<file path="config.mk">
export PLATFORM = sky130hd
export DESIGN_NAME = temp_monitor
export DESIGN_NICKNAME = d
export VERILOG_FILES = /design/src/rtl/temp_monitor.sv
export SDC_FILE = /design/constraint.sdc
export NUM_CORES = 1
export LEC_CHECK = 0
export ABC_AREA = 1
export CORE_MARGIN = 4
export CORE_UTILIZATION = 30
export CTS_BUF_LIST = sky130_fd_sc_hd__clkbuf_16
export CTS_CLUSTER_SIZE = 16
export DETAILED_ROUTE_END_ITERATION = 16
export MAX_ROUTING_LAYER = met4
export PLACE_DENSITY = 0.54
export SYNTH_ARGS = -nofsm -noshare
export SYNTH_HDL_FRONTEND = slang
export SYNTH_SLANG_ARGS = --single-unit
</file>
<file path="constraint.sdc">
create_clock -name clk -period 2.71 [get_ports clk]
set_input_delay 0.271 -clock clk [delete_from_list [all_inputs] [get_ports clk]]
set_output_delay 0.271 -clock clk [all_outputs]
set_load 0.005 [all_outputs]
</file>
<file path="src/rtl/temp_monitor.sv">
// temp_monitor: multi-channel temperature classifier with persistence, hysteresis and latched emergency.
// Define TEMP_RATE_CHECK_EN to compile in rate-of-change / sign-flip forced emergency.
module temp_monitor #(
  parameter int CH = 4,
  parameter int W = 8,
  parameter int BORDER_T = 40,
  parameter int WARN_T = 47,
  parameter int EMERG_T = 50,
  parameter int HYST = 2,
  parameter int PERSIST = 3,
  parameter int RATE_T = 5,
  localparam int CW = CH > 1 ? $clog2(CH) : 1
) (
  input  logic          clk,
  input  logic          rst_n,
  input  logic          in_valid,
  input  logic [CW-1:0] in_ch,
  input  logic [W-1:0]  in_sample,
  input  logic          clr_valid,
  input  logic [CW-1:0] clr_ch,
  output logic [CH-1:0] normal,
  output logic [CH-1:0] border,
  output logic [CH-1:0] warning,
  output logic [CH-1:0] emergency,
  output logic          out_valid,
  output logic [CW-1:0] out_ch,
  output logic          alarm
);
  localparam int PW = $clog2(PERSIST + 1);
  localparam logic [2:0] IDLE = 3'd0, NORMAL = 3'd1, BORDER = 3'd2, WARNING = 3'd3, EMERG = 3'd4;
  logic [CH-1:0][2:0] st_q, st_d;
  logic [CH-1:0][PW-1:0] cnt_q, cnt_d;
  logic [CH-1:0][W-1:0] last_q, last_d;
  logic [CH-1:0] have_q, have_d;
  logic in_ok, frc, alarm_d;
  int sx;
  function automatic logic [2:0] lvl(input int x, input int off);
    return x >= EMERG_T - off ? EMERG : x >= WARN_T - off ? WARNING : x >= BORDER_T - off ? BORDER : NORMAL;
  endfunction
`ifdef TEMP_RATE_CHECK_EN
  function automatic logic forced(input logic [W-1:0] s, input logic [W-1:0] l, input logic h);
    logic signed [W:0] d;
    d = $signed({s[W-1], s}) - $signed({l[W-1], l});
    return h && (((d < 0) ? -int'(d) : int'(d)) >= RATE_T || s[W-1] != l[W-1]);
  endfunction
  assign frc = forced(in_sample, last_q[in_ch], have_q[in_ch]);
`else
  assign frc = 1'b0;
`endif
  assign in_ok = in_valid && int'(in_ch) < CH;
  assign sx = int'($signed(in_sample));
  // A clear that hits an EMERGENCY channel wins over a same-cycle sample, which is then discarded.
  always_comb begin
    st_d = st_q;
    cnt_d = cnt_q;
    last_d = last_q;
    have_d = have_q;
    alarm_d = 1'b0;
    for (int c = 0; c < CH; c++) begin
      if (clr_valid && int'(clr_ch) == c && st_q[c] == EMERG) begin
        st_d[c] = NORMAL;
        cnt_d[c] = '0;
      end else if (in_ok && int'(in_ch) == c) begin
        last_d[c] = in_sample;
        have_d[c] = 1'b1;
        if (st_q[c] == IDLE) st_d[c] = lvl(sx, 0);
        else if (st_q[c] != EMERG) begin
          if (frc) begin
            st_d[c] = EMERG;
            cnt_d[c] = '0;
          end else if (lvl(sx, 0) > st_q[c]) begin
            if (int'(cnt_q[c]) + 1 >= PERSIST) begin
              st_d[c] = lvl(sx, 0);
              cnt_d[c] = '0;
            end else cnt_d[c] = cnt_q[c] + 1'b1;
          end else begin
            cnt_d[c] = '0;
            if (lvl(sx, HYST) < st_q[c]) st_d[c] = lvl(sx, HYST);
          end
        end
      end
      alarm_d = alarm_d | (st_d[c] == EMERG && st_q[c] != EMERG);
    end
  end
  always_ff @(posedge clk or negedge rst_n) begin
    if (!rst_n) begin
      st_q <= '0;
      cnt_q <= '0;
      last_q <= '0;
      have_q <= '0;
      out_valid <= 1'b0;
      out_ch <= '0;
      alarm <= 1'b0;
    end else begin
      st_q <= st_d;
      cnt_q <= cnt_d;
      last_q <= last_d;
      have_q <= have_d;
      out_valid <= in_ok;
      if (in_ok) out_ch <= in_ch;
      alarm <= alarm_d;
    end
  end
  always_comb begin
    for (int c = 0; c < CH; c++) begin
      normal[c] = st_q[c] == NORMAL;
      border[c] = st_q[c] == BORDER;
      warning[c] = st_q[c] == WARNING;
      emergency[c] = st_q[c] == EMERG;
    end
  end
endmodule

</file>
Word-level counts from Yosys, hierarchy flattened
Index checks and enable logic that the tools add are counted.
W data, S select, Z words.
- flip-flop bits (word level): 24
- input port bits: 16
- output and inout bits: 20
- logic and storage cells: 166
- add/sub/neg operators: 8
- order comparisons: 18
- equal/unequal tests: 34
- multiplexer cells: 58
- bitwise logic cells: 3
- reductions and logical operators: 34
- operator list (operator ; number):
    $mux W3 ; 30
    $mux W2 ; 28
    $ge A8 B7 Y1 const B ; 6
    $eq A3 B2 Y1 const B ; 8
    $eq A3 B3 Y1 const B ; 8
    $logic_and A1 B1 Y1 ; 16
    $reduce_bool A2 Y1 ; 8
    $add A2 B1 Y3 const B ; 4
    $eq A3 B1 Y1 const B ; 4
    $ge A3 B2 Y1 const B ; 4
    $gt A3 B3 Y1 ; 4
    $logic_not A3 Y1 ; 4
    $lt A3 B3 Y1 ; 4
    $ne A3 B3 Y1 const B ; 4
    $reduce_and A3 Y1 ; 4
    $add A2 B1 Y2 const B ; 4
    $eq A2 B2 Y1 const B ; 4
    $ne A2 B2 Y1 const B ; 4
    $eq A2 B1 Y1 const B ; 2
    $logic_not A2 Y1 ; 2
    $or A1 B1 Y1 ; 3

Logic depth before layout (Yosys ltp)
Gate-level depths: netlist of the first run.
- word-level depth: 16
- mapped depth: 25
- depth with buffers taken out: 25

Worst setup path before layout of the first run
OpenSTA, ideal clock, no wires.
- path kind: input-to-reg
- start point: input in_sample[3]
- end point: register alarm
- library setup time: 0.119 ns
- arrival time: 2.138 ns
- data required time: 2.591 ns
- setup slack: 0.453 ns
- cell stages on the path: 24
- path buffers: 0
- path through: inv_1 > nand3b_1 > nand2_1 > nand2_1 > nand2_8 > inv_1 > ha_1 > nand2_1 > inv_1 > nand2_1 > nand2_1 > nand2_1 > inv_1 > nand2_1 > a21oi_1 > o21ai_1 > nand2_1 > nand2_1 > nand2_1 > nor2_1 > nand2_1 > nor2_2 > nor2_1 > nand2_1
- cells in the longest elaborated chain, start to end: 16
- elaborated cells between the ends (all ways): 59
- classes of those cells: 14 x order compare; 4 x eq/ne; 34 x mux; 3 x bitwise; 4 x reduce/logical
- ends and longest elaborated chain (what ; RTL line ; source):
    start, declared ; 18 ; input logic [W-1:0] in_sample,
    $ge A8 B7 Y1 ; 38 ; return x >= EMERG_T - off ? EMERG : x >= WARN_T - off ? WARNING : x >= BORDER_T - off ? BORDER : NORMAL;
    $mux W2 (2 in a row) ; 38 ;
    $mux W3 ; 38 ;
    $lt A3 B3 Y1 ; 78 ; if (lvl(sx, HYST) < st_q[c]) st_d[c] = lvl(sx, HYST);
    $mux W3 ; 78 ;
    $mux W3 ; 71 ; end else if (lvl(sx, 0) > st_q[c]) begin
    $mux W3 ; 67 ; else if (st_q[c] != EMERG) begin
    $mux W3 ; 66 ; if (st_q[c] == IDLE) st_d[c] = lvl(sx, 0);
    $mux W3 ; 63 ; end else if (in_ok && int'(in_ch) == c) begin
    $mux W3 ; 60 ; if (clr_valid && int'(clr_ch) == c && st_q[c] == EMERG) begin
    $eq A3 B3 Y1 ; 82 ; alarm_d = alarm_d | (st_d[c] == EMERG && st_q[c] != EMERG);
    $logic_and A1 B1 Y1 ; 82 ;
    $or A1 B1 Y1 (2 in a row) ; 82 ;
    $or A1 B1 Y1 * ; 82 ;
    named net alarm_d ; 35 ; logic in_ok, frc, alarm_d;
    end signal, assigned ; 101 ; alarm <= alarm_d;
    end, declared ; 27 ; output logic alarm
Mark *: on every way through the listed nets, which the timed path passes. The rest lies on a longest branch.
A chain may end at the register's enable or synchronous reset.

Worst setup path in the final report of the first run
- start point: input in_sample[1]
- end point: register alarm
The elaborated chain is that of the path after synthesis.

==> report_table.html, run 1 <==
<table>
<tr><th>Metric</th><th>Value</th></tr>
<tr><th colspan="2">Finish</th></tr>
<tr><td>Share of post-route cells with drive strength above 1</td><td>21.33%</td></tr>
<tr><td>Antenna diodes</td><td>0</td></tr>
<tr><td>Post-layout nets</td><td>534</td></tr>
<tr><td>Multi-input logic area</td><td>1739 µm²</td></tr>
<tr><td>Relative area change from synthesis to final layout</td><td>42.07%</td></tr>
<tr><td>Post-layout instance area</td><td>3621 µm²</td></tr>
<tr><td>Area taken by flip-flops and latches</td><td>600.6 µm²</td></tr>
<tr><td>Fill count</td><td>846</td></tr>
<tr><td>Post-route core utilization</td><td>43.85%</td></tr>
<tr><th colspan="2">Synthesis</th></tr>
<tr><td>Area of the mapped netlist</td><td>2549 µm²</td></tr>
<tr><td>Netlist cell types</td><td>36</td></tr>
<tr><td>Synthesized flop and latch total</td><td>24</td></tr>
<tr><td>Gate count of the mapped netlist</td><td>411</td></tr>
<tr><td>Post-synthesis net count</td><td>447</td></tr>
<tr><td>Syn_area_per_cell</td><td>6.201 µm²</td></tr>
<tr><td>Warnings, synthesis</td><td>0</td></tr>
<tr><td>Share of synthesized area occupied by flip-flops and latches</td><td>23.56%</td></tr>
<tr><th colspan="2">Worst setup path</th></tr>
<tr><td>Required time at the worst-slack endpoint</td><td>2910 ps</td></tr>
<tr><td>Category of the critical setup timing path</td><td>input pin to flop</td></tr>
<tr><td>Critical path launch point type</td><td>input pin</td></tr>
<tr><td>Sort of element at the end of the critical path</td><td>flop</td></tr>
<tr><td>Cell chain of the critical path</td><td>clkdlybuf4s50_1, inv_2, nand2_4, nand2_8, clkinvlp_4, buf_6, ha_4, nand2_1, inv_1, nand2_1, nand2_4, nand3b_1, nand2_1, o21ai_1, nand2_1, nand2_1, nand2_2, nor2_1, nand2_1, nor2_2, nor2_2, nand2_1</td></tr>
<tr><td>Maximum fanout encountered on the critical timing path</td><td>7</td></tr>
<tr><td>Flop2flop setup slack</td><td>450 ps</td></tr>
<tr><td>Worst reg-to-reg path cell count</td><td>15</td></tr>
<tr><td>Most frequent CP cell</td><td>sky130_fd_sc_hd__nand2_1</td></tr>
<tr><td>Worst reg2reg endpoint</td><td>alarm</td></tr>
<tr><td>Critical register-to-register path startpoint</td><td>st_q[8]</td></tr>
<tr><td>CP top delay family</td><td>simple AND/OR/NAND/NOR gates</td></tr>
<tr><td>Slowest library cell on the worst path</td><td>sky130_fd_sc_hd__clkdlybuf4s50_1</td></tr>
<tr><td>CP bufs+invs</td><td>5</td></tr>
<tr><td>Endpoint arrival time on the critical path</td><td>2730 ps</td></tr>
<tr><td>Slowest cell delay on critical path</td><td>440 ps</td></tr>
<tr><td>Launch point of the worst path</td><td>in_sample[1]</td></tr>
<tr><th colspan="2">Placed design</th></tr>
<tr><td>Placed inst area</td><td>3363 µm²</td></tr>
<tr><td>Detail Placement HPWL</td><td>5852 µm</td></tr>
<tr><td>Final estimated routing congestion in global placement</td><td>0.8741</td></tr>
<tr><td>Count of buffers inserted at the top-level ports</td><td>35</td></tr>
<tr><th colspan="2">STA</th></tr>
<tr><td>Layout Skew</td><td>6.145 ps</td></tr>
<tr><td>Slew headroom</td><td>72.54%</td></tr>
<tr><td>Final Setup Violations</td><td>0</td></tr>
<tr><td>Actual transition at the worst max-transition pin</td><td>408.1 ps</td></tr>
<tr><td>Final hold violations</td><td>0</td></tr>
<tr><td>Fraction of the cycle the final worst path needs</td><td>93.04%</td></tr>
<tr><td>Final-report max-slew violation count</td><td>0</td></tr>
<tr><td>Post-route minimum period</td><td>2521 ps</td></tr>
<tr><td>Total Negative Setup Slacks</td><td>0 ps</td></tr>
<tr><td>Peak clock frequency supported by timing</td><td>0.3966 GHz</td></tr>
<tr><th colspan="2">Drt</th></tr>
<tr><td>Antenna Violating Nets Remaining</td><td>0</td></tr>
<tr><td>Residual DRC</td><td>0</td></tr>
<tr><td>Ratio of routed vias to standard cells</td><td>4.674</td></tr>
<tr><td>Pre-Repair DR Iteration Count</td><td>4</td></tr>
<tr><td>Routed len/inst</td><td>12.19 µm</td></tr>
<tr><td>Number of design-rule violations left by the first detailed-router iteration</td><td>74</td></tr>
<tr><td>Detailed Route WL</td><td>7339 µm</td></tr>
<tr><td>Total number of vias</td><td>2814</td></tr>
<tr><th colspan="2">Clock network</th></tr>
<tr><td>Number of hold-repair buffers added at the cts stage</td><td>0</td></tr>
<tr><td>Root buffer cell</td><td>sky130_fd_sc_hd__clkbuf_16</td></tr>
<tr><td>Clock sink count</td><td>24</td></tr>
<tr><td>Depth of the CTS H-tree</td><td>1</td></tr>
<tr><td>Clk_lat worst skew</td><td>260 ps</td></tr>
<tr><td>Clock Path Buffers</td><td>2</td></tr>
<tr><td>Clock tree from TritonCTS</td><td>yes</td></tr>
<tr><td>Clock-pin slew on the worst setup and hold paths</td><td>70 ps</td></tr>
<tr><td>TritonCTS buffer count</td><td>3</td></tr>
<tr><th colspan="2">Floorplanning</th></tr>
<tr><td>Die height</td><td>100.2 µm</td></tr>
<tr><td>Core area</td><td>8258 µm²</td></tr>
<tr><td>Starting density of the core</td><td>30.86%</td></tr>
<tr><td>Area enclosed by the die boundary</td><td>10030 µm²</td></tr>
<tr><td>Die width</td><td>100.2 µm</td></tr>
<tr><td>Rows</td><td>33</td></tr>
<tr><td>Top-level port count</td><td>36</td></tr>
<tr><th colspan="2">Global route</th></tr>
<tr><td>Largest net degree at the start of global routing</td><td>25</td></tr>
<tr><td>Remaining Overflow, GRT</td><td>0</td></tr>
<tr><td>Total routing resource utilization after global routing</td><td>15.14%</td></tr>
<tr><td>Via count of the first global-routing pass</td><td>2700</td></tr>
<tr><td>First-pass GRT wire length</td><td>12270 µm</td></tr>
<tr><td>Number of antenna violations at the first check in global routing</td><td>0</td></tr>
<tr><th colspan="2">Power and ir drop</th></tr>
<tr><td>Total power consumption of the routed design</td><td>3.212 mW</td></tr>
<tr><td>Net switching component of the power</td><td>1.490 mW</td></tr>
<tr><td>Share of total power in sequential cells</td><td>21.7%</td></tr>
<tr><td>Peak supply drop</td><td>0.3407 mV</td></tr>
<tr><td>Clock Power Share</td><td>13.2%</td></tr>
<tr><td>Leak pwr</td><td>1.965 nW</td></tr>
<tr><td>Internal power</td><td>1.722 mW</td></tr>
<tr><td>Switching Share</td><td>46.40%</td></tr>
<tr><td>Power per Cell Area</td><td>887.1 nW/µm²</td></tr>
<tr><td>Combinational fraction of design power</td><td>65.1%</td></tr>
<tr><th colspan="2">Job</th></tr>
<tr><td>Maxcap violations</td><td>0</td></tr>
<tr><th colspan="2">Min path</th></tr>
<tr><td>Min-Delay Path Class</td><td>input pin to asynchronous set/reset pin</td></tr>
<tr><th colspan="2">Outcome</th></tr>
<tr><td>Outcome</td><td>completed</td></tr>
</table>
-- cell usage in the layout, fill, tap and decap left out, types with 2 or more instances in the layout --
cell and n:
sky130_fd_sc_hd__inv_2 3, sky130_fd_sc_hd__o21ai_1 3, sky130_fd_sc_hd__nand4_1 2, sky130_fd_sc_hd__o2111ai_1 4, sky130_fd_sc_hd__clkbuf_16 3, sky130_fd_sc_hd__ha_1 18
sky130_fd_sc_hd__nor4_1 2, sky130_fd_sc_hd__nor2_2 7, sky130_fd_sc_hd__o21ai_0 11, sky130_fd_sc_hd__inv_4 3, sky130_fd_sc_hd__nand2_2 16, sky130_fd_sc_hd__dfrtp_1 24
sky130_fd_sc_hd__o211ai_1 3, sky130_fd_sc_hd__nand2_4 6, sky130_fd_sc_hd__a21oi_1 20, sky130_fd_sc_hd__nand2_1 112, sky130_fd_sc_hd__ha_4 2, sky130_fd_sc_hd__dlymetal6s2s_1 6
sky130_fd_sc_hd__nand3b_1 2, sky130_fd_sc_hd__nor2_1 32, sky130_fd_sc_hd__o21ai_2 5, sky130_fd_sc_hd__inv_1 74, sky130_fd_sc_hd__clkdlybuf4s50_1 29, sky130_fd_sc_hd__a21oi_2 5
sky130_fd_sc_hd__nor2_4 2, sky130_fd_sc_hd__nor3_1 13, sky130_fd_sc_hd__nand3_2 2, sky130_fd_sc_hd__nand3_1 26, sky130_fd_sc_hd__o22ai_1 2, sky130_fd_sc_hd__buf_4 47
-- flip-flops by register name, indices dropped and copies added, names as in the netlist --
| signal | count |
|---|---|
| st_q | 12 |
| cnt_q | 8 |
| out_ch | 2 |
| alarm | 1 |
| out_valid | 1 |
-- synthesized netlist by cell type --
| cell type | number | area (µm²) |
|---|---|---|
| sky130_fd_sc_hd__o21ai_0 | 12 | 60.06 |
| sky130_fd_sc_hd__nor3_1 | 13 | 65.06 |
| sky130_fd_sc_hd__nand2_1 | 122 | 457.9 |
| sky130_fd_sc_hd__a311oi_1 | 1 | 8.760 |
| sky130_fd_sc_hd__o2111ai_1 | 4 | 35.03 |
| sky130_fd_sc_hd__nor2_1 | 35 | 131.4 |
| sky130_fd_sc_hd__inv_4 | 2 | 12.51 |
| sky130_fd_sc_hd__o211ai_2 | 1 | 12.51 |
| sky130_fd_sc_hd__nand3b_1 | 2 | 15.01 |
| sky130_fd_sc_hd__a31oi_1 | 1 | 6.260 |
| sky130_fd_sc_hd__nand2_2 | 9 | 56.30 |
| sky130_fd_sc_hd__ha_1 | 20 | 250.2 |
| sky130_fd_sc_hd__nand2_8 | 1 | 20.02 |
| sky130_fd_sc_hd__o22ai_1 | 2 | 12.51 |
| sky130_fd_sc_hd__o32ai_1 | 1 | 8.760 |
| sky130_fd_sc_hd__a211o_1 | 1 | 8.760 |
| sky130_fd_sc_hd__a211oi_1 | 1 | 7.510 |
| sky130_fd_sc_hd__nor2_4 | 1 | 11.26 |
| sky130_fd_sc_hd__a22oi_1 | 1 | 7.510 |
| sky130_fd_sc_hd__o211a_1 | 1 | 10.01 |
| sky130_fd_sc_hd__o211ai_1 | 3 | 22.52 |
| sky130_fd_sc_hd__dfrtp_1 | 24 | 600.6 |
| sky130_fd_sc_hd__nor2_2 | 5 | 31.28 |
| sky130_fd_sc_hd__o21ai_1 | 3 | 15.01 |
| sky130_fd_sc_hd__nand3_1 | 26 | 130.1 |
| sky130_fd_sc_hd__buf_2 | 1 | 5.000 |
| sky130_fd_sc_hd__a21oi_1 | 24 | 120.1 |
| sky130_fd_sc_hd__inv_2 | 3 | 11.26 |
| sky130_fd_sc_hd__inv_1 | 76 | 285.3 |
| sky130_fd_sc_hd__nor4_1 | 2 | 12.51 |
| sky130_fd_sc_hd__a21oi_2 | 1 | 8.760 |
| sky130_fd_sc_hd__o21a_1 | 1 | 7.510 |
| sky130_fd_sc_hd__o21ai_2 | 4 | 35.03 |
| sky130_fd_sc_hd__nand3_2 | 2 | 20.02 |
| sky130_fd_sc_hd__nand4_1 | 2 | 12.51 |
| sky130_fd_sc_hd__nand2_4 | 3 | 33.78 |
-- per-layer routing --
layer | GRT usage (%) | share of wire [%]
met1 | 21.34 | 50
met5 | - | 0
met2 | 23.85 | 44
met3 | 1.390 | 4.5
met4 | 2.902 | 0.95
-- worst max-delay path by stage --
stage / end / depth (start not counted)
floorplan: alarm / 24
global placement: alarm / 23
detailed placement: alarm / 25
CTS: alarm / 25
global route: alarm / 23
finish: alarm / 22
-- final cells by class --
cell class	count	share of cell area (%)
inverters	81	8.708
well taps	105	3.628
clock inverters	1	0.8293
flip-flops and latches	24	16.59
multi-input cells	305	48.03
clock buffers	3	2.073
repair buffers	83	20.15
-- cells by family after synthesis --
logic type	Yosys count	synth area share, %
compound gates	62	15.17
flops	24	23.56
buf+inv	82	12.32
simple gates	223	39.13
fa+ha+maj	20	9.818
-- worst reg2reg max path: stages (launching register included) --
cell and delay, ps:
sky130_fd_sc_hd__dfrtp_1 460, sky130_fd_sc_hd__inv_1 180, sky130_fd_sc_hd__ha_1 360, sky130_fd_sc_hd__a21oi_2 260
sky130_fd_sc_hd__inv_1 90, sky130_fd_sc_hd__nand2_2 80, sky130_fd_sc_hd__a21oi_2 50, sky130_fd_sc_hd__o21ai_1 130
sky130_fd_sc_hd__nand2_1 80, sky130_fd_sc_hd__nand2_1 80, sky130_fd_sc_hd__nand2_2 60, sky130_fd_sc_hd__nor2_1 100
sky130_fd_sc_hd__nand2_1 70, sky130_fd_sc_hd__nor2_2 120, sky130_fd_sc_hd__nor2_2 50, sky130_fd_sc_hd__nand2_1 50
-- power groups by stage --
| stage | Clock, mW | Combinational [mW] | Sequential (mW) |
|---|---|---|---|
| 2_1_floorplan | 0 | 1.28 | 0.636 |
| 3_3_place_gp | 0 | 1.97 | 0.700 |
| 3_5_place_dp | 0 | 1.99 | 0.697 |
| 4_1_cts | 0.438 | 2.00 | 0.692 |
| 5_1_grt | 0.448 | 2.39 | 0.722 |
| 6_report | 0.426 | 2.09 | 0.696 |
-- stage by stage --
step,setup WS [ps],cells,hold slack [ps]
final,188.6,602,371.3
after global routing,-2.186,602,397.7
after CTS,7.599,599,383.8
after detailed placement,-327.4,595,465.6
after global placement,-300.9,595,465.6
after floorplan,453.3,411,-24.59
-- timing repair --
| action | in CTS | in global routing |
|---|---|---|
| pin swaps | 0 | 22 |
| endpoints found under the setup margin | 1 | 5 |
| resized for setup | 1 | 35 |
| buffers inserted | 0 | 3 |
Note: power is estimated with default switching activity, not from simulation.
==> inputs of run 2 (changes only) <==
- PLACE_DENSITY: 0.54 -> 0.52
==> run 2 against run 1 <==
Sequential cell count is the same; highest routed layer unchanged; non-clock buffer count increased by 3; combinational power is essentially flat; register-to-register slack worse by 60 ps; power shrank 1.9%; first-iteration DRC count rose by 23%; die area is the same.
==> report_table.html, run 2 (same netlist as run 1, synthesis figures left out) <==
<table>
<tr><th>Metric</th><th>Value</th></tr>
<tr><th colspan="2">STA</th></tr>
<tr><td>Layout Skew</td><td>2.039 ps (-4.106 ps)</td></tr>
<tr><td>Setup slack of the critical path after layout</td><td>285.7 ps (+97.13 ps)</td></tr>
<tr><td>Final Setup Violations</td><td>0 (unchanged)</td></tr>
<tr><td>Actual transition at the worst max-transition pin</td><td>375.5 ps (-32.57 ps)</td></tr>
<tr><td>Post-route minimum period</td><td>2424 ps (-97.13 ps)</td></tr>
<tr><td>Fraction of the cycle the final worst path needs</td><td>89.46% (-3.6 points)</td></tr>
<tr><td>Slew headroom</td><td>74.73% (+2.2 points)</td></tr>
<tr><td>Unrepaired setup endpoints after global routing</td><td>false</td></tr>
<tr><td>Final hold violations</td><td>0 (unchanged)</td></tr>
<tr><td>Peak clock frequency supported by timing</td><td>0.4125 GHz (+4.0%)</td></tr>
<tr><td>Final-report max-slew violation count</td><td>0 (unchanged)</td></tr>
<tr><th colspan="2">Floorplanning</th></tr>
<tr><td>Die height</td><td>100.2 µm (unchanged)</td></tr>
<tr><td>Rows</td><td>33 (unchanged)</td></tr>
<tr><td>Area enclosed by the die boundary</td><td>10030 µm² (unchanged)</td></tr>
<tr><td>Top-level port count</td><td>36 (unchanged)</td></tr>
<tr><td>Starting density of the core</td><td>30.86% (unchanged)</td></tr>
<tr><td>Core area</td><td>8258 µm² (unchanged)</td></tr>
<tr><td>Die width</td><td>100.2 µm (unchanged)</td></tr>
<tr><th colspan="2">Finish</th></tr>
<tr><td>Top reg by flops</td><td>st_q</td></tr>
<tr><td>Commonest non-fill, non-tap cell in the layout</td><td>sky130_fd_sc_hd__nand2_1</td></tr>
<tr><td>Area taken by flip-flops and latches</td><td>600.6 µm² (unchanged)</td></tr>
<tr><td>Fill count</td><td>880 (+4.0%)</td></tr>
<tr><td>Post-layout nets</td><td>537 (+0.56%)</td></tr>
<tr><td>Multi-input logic area</td><td>1700 µm² (-2.2%)</td></tr>
<tr><td>Post-layout instance area</td><td>3577 µm² (-1.2%)</td></tr>
<tr><td>Max reg flops</td><td>12 (unchanged)</td></tr>
<tr><td>Relative area change from synthesis to final layout</td><td>40.35%</td></tr>
<tr><td>Share of post-route cells with drive strength above 1</td><td>21.00% (-0.33 points)</td></tr>
<tr><td>Antenna diodes</td><td>0 (unchanged)</td></tr>
<tr><td>Commonest non-fill, non-tap cells in the layout</td><td>sky130_fd_sc_hd__nand2_1 (115), sky130_fd_sc_hd__inv_1 (72), sky130_fd_sc_hd__buf_4 (51)</td></tr>
<tr><td>Largest registers in the final layout</td><td>st_q (12), cnt_q (8), out_ch (2)</td></tr>
<tr><th colspan="2">Worst setup path</th></tr>
<tr><td>Cell chain of the critical path</td><td>dlymetal6s2s_1, nand3b_1, nand2_1, nand2_2, nand2_8, clkinvlp_4, ha_4, nand2_1, inv_2, nand2_1, nand2_1, nand2_2, inv_2, nand2_4, a21oi_2, o21ai_1, nand2_1, nand2_1, nand2_2, nor2_1, nand2_1, nor2_2, nor2_2, nand2_1</td></tr>
<tr><td>Endpoint arrival time on the critical path</td><td>2570 ps (-160 ps)</td></tr>
<tr><td>Slowest library cell on the worst path</td><td>sky130_fd_sc_hd__ha_4</td></tr>
<tr><td>Required time at the worst-slack endpoint</td><td>2860 ps (-50 ps)</td></tr>
<tr><td>Critical path launch point type</td><td>input pin</td></tr>
<tr><td>Sort of element at the end of the critical path</td><td>flop</td></tr>
<tr><td>Most frequent CP cell</td><td>sky130_fd_sc_hd__nand2_1</td></tr>
<tr><td>Maximum fanout encountered on the critical timing path</td><td>5 (-2)</td></tr>
<tr><td>Category of the critical setup timing path</td><td>input pin to flop</td></tr>
<tr><td>Slowest cell delay on critical path</td><td>310 ps (-130 ps)</td></tr>
<tr><th colspan="2">Global route</th></tr>
<tr><td>Remaining Overflow, GRT</td><td>0 (unchanged)</td></tr>
<tr><td>Total routing resource utilization after global routing</td><td>15.72% (+0.58 points)</td></tr>
<tr><td>Number of antenna violations at the first check in global routing</td><td>0 (unchanged)</td></tr>
<tr><td>Largest net degree at the start of global routing</td><td>25 (unchanged)</td></tr>
<tr><td>First-pass GRT wire length</td><td>12430 µm (+1.3%)</td></tr>
<tr><td>Via count of the first global-routing pass</td><td>2641 (-2.2%)</td></tr>
<tr><th colspan="2">Clock network</th></tr>
<tr><td>Clk_lat worst skew</td><td>260 ps (about the same)</td></tr>
<tr><td>Clock-pin slew on the worst setup and hold paths</td><td>70 ps (about the same)</td></tr>
<tr><td>TritonCTS buffer count</td><td>3 (unchanged)</td></tr>
<tr><td>Depth of the CTS H-tree</td><td>1 (unchanged)</td></tr>
<tr><td>Clock Path Buffers</td><td>2 (unchanged)</td></tr>
<tr><td>Clock sink count</td><td>24 (unchanged)</td></tr>
<tr><td>Clock tree from TritonCTS</td><td>yes</td></tr>
<tr><td>Root buffer cell</td><td>sky130_fd_sc_hd__clkbuf_16</td></tr>
<tr><td>Number of hold-repair buffers added at the cts stage</td><td>0 (unchanged)</td></tr>
<tr><th colspan="2">Placed design</th></tr>
<tr><td>Count of buffers inserted at the top-level ports</td><td>35 (unchanged)</td></tr>
<tr><td>Final estimated routing congestion in global placement</td><td>0.9038 (+3.4%)</td></tr>
<tr><td>Post-Place Setup Slack</td><td>-298.3 ps (+29.10 ps)</td></tr>
<tr><td>Detail Placement HPWL</td><td>5983 µm (+2.2%)</td></tr>
<tr><td>Placed inst area</td><td>3363 µm² (unchanged)</td></tr>
<tr><th colspan="2">Power and ir drop</th></tr>
<tr><td>Leak pwr</td><td>1.957 nW (-0.40%)</td></tr>
<tr><td>Power per Cell Area</td><td>880.8 nW/µm² (-0.71%)</td></tr>
<tr><td>Peak supply drop</td><td>0.3949 mV (+16%)</td></tr>
<tr><th colspan="2">Drt</th></tr>
<tr><td>Total number of vias</td><td>2820 (+0.21%)</td></tr>
<tr><td>Number of design-rule violations left by the first detailed-router iteration</td><td>91 (+23%)</td></tr>
<tr><td>Residual DRC</td><td>0 (unchanged)</td></tr>
<tr><td>Ratio of routed vias to standard cells</td><td>4.661 (-0.28%)</td></tr>
<tr><td>Detailed Route WL</td><td>7728 µm (+5.3%)</td></tr>
<tr><td>Pre-Repair DR Iteration Count</td><td>4 (unchanged)</td></tr>
<tr><td>Routed len/inst</td><td>12.77 µm (+4.8%)</td></tr>
<tr><td>Antenna Violating Nets Remaining</td><td>0 (unchanged)</td></tr>
<tr><th colspan="2">Job</th></tr>
<tr><td>Maxcap violations</td><td>0 (unchanged)</td></tr>
<tr><th colspan="2">Outcome</th></tr>
<tr><td>Outcome</td><td>completed</td></tr>
<tr><th colspan="2">Min path</th></tr>
<tr><td>Min-Delay Path Class</td><td>input pin to asynchronous set/reset pin</td></tr>
</table>
==> run 2: cell count changes in the layout (fill, tap and decap cells not counted), sizes merged <==
cell | previous run | this run
clkdlybuf4s50 | 29 | 28
buf | 48 | 51
dlymetal6s2s | 6 | 7
bufinv | 1 | 0
clkinv | 0 | 1
==> run 2: critical path: cells and delay by family <==
| family | cells | cell delay (ps) |
|---|---|---|
| fa+ha+maj | 1 | 310 |
| simple gates | 17 | 1320 |
| compound gates | 2 | 210 |
| buf+inv | 4 | 450 |
==> run 2: layout make-up <==
class | instances | area share, %
repair buffers | 86 | 20.99
inverters | 81 | 8.814
flip-flops and latches | 24 | 16.79
clock inverters | 1 | 0.1049
well taps | 105 | 3.673
multi-input cells | 305 | 47.53
clock buffers | 3 | 2.099
==> run 2: per-stage QoR <==
step | setup TNS, ps | hold slack, ps | instances | power (mW) | util (%)
CTS | 0 | 385.1 | 599 | 3.051 | 41.71
floorplan | 0 | -24.59 | 411 | 1.918 | -
global route | 0 | 417.1 | 605 | 3.495 | 43.32
finish | 0 | 376.6 | 605 | 3.151 | 43.32
detailed placement | -354.4 | 466.9 | 595 | 2.696 | 40.73
global placement | -273.7 | 470.6 | 595 | 2.690 | 40.73
==> run 2: final timing paths <==
kind                                  to         start  cells after the start  slack, ps
min in group clk                cnt_q[0]      cnt_q[0]                      1        480
max in group asynchronous          alarm         rst_n                      2       2090
worst max register to register     alarm      st_q[11]                     19        390
worst min-delay path            st_q[10]         rst_n                      2        380
worst max-delay path               alarm  in_sample[2]                     24        290
worst min register to register  cnt_q[0]      cnt_q[0]                      1        480
==> run 2: metal layers <==
metal,wire (µm),vias to the layer above,GRT usage [%]
met3,331,2,1.112
li1,-,1506,-
met4,28,0,2.487
met1,3760,1253,21.39
met5,0,-,-
met2,3608,59,26.20
==> run 2: timing repair <==
item,in CTS,in global routing
pin swaps,0,14
setup endpoints to repair,1,3
gates resized for setup,1,29
buffers inserted,0,6
==> run 2: report_power, final <==
group / internal (mW) / switching (mW) / total, mW
registers: 0.504 / 0.197 / 0.701
clock network: 0.198 / 0.134 / 0.332
logic: 0.937 / 1.18 / 2.12
total: 1.64 / 1.51 / 3.15
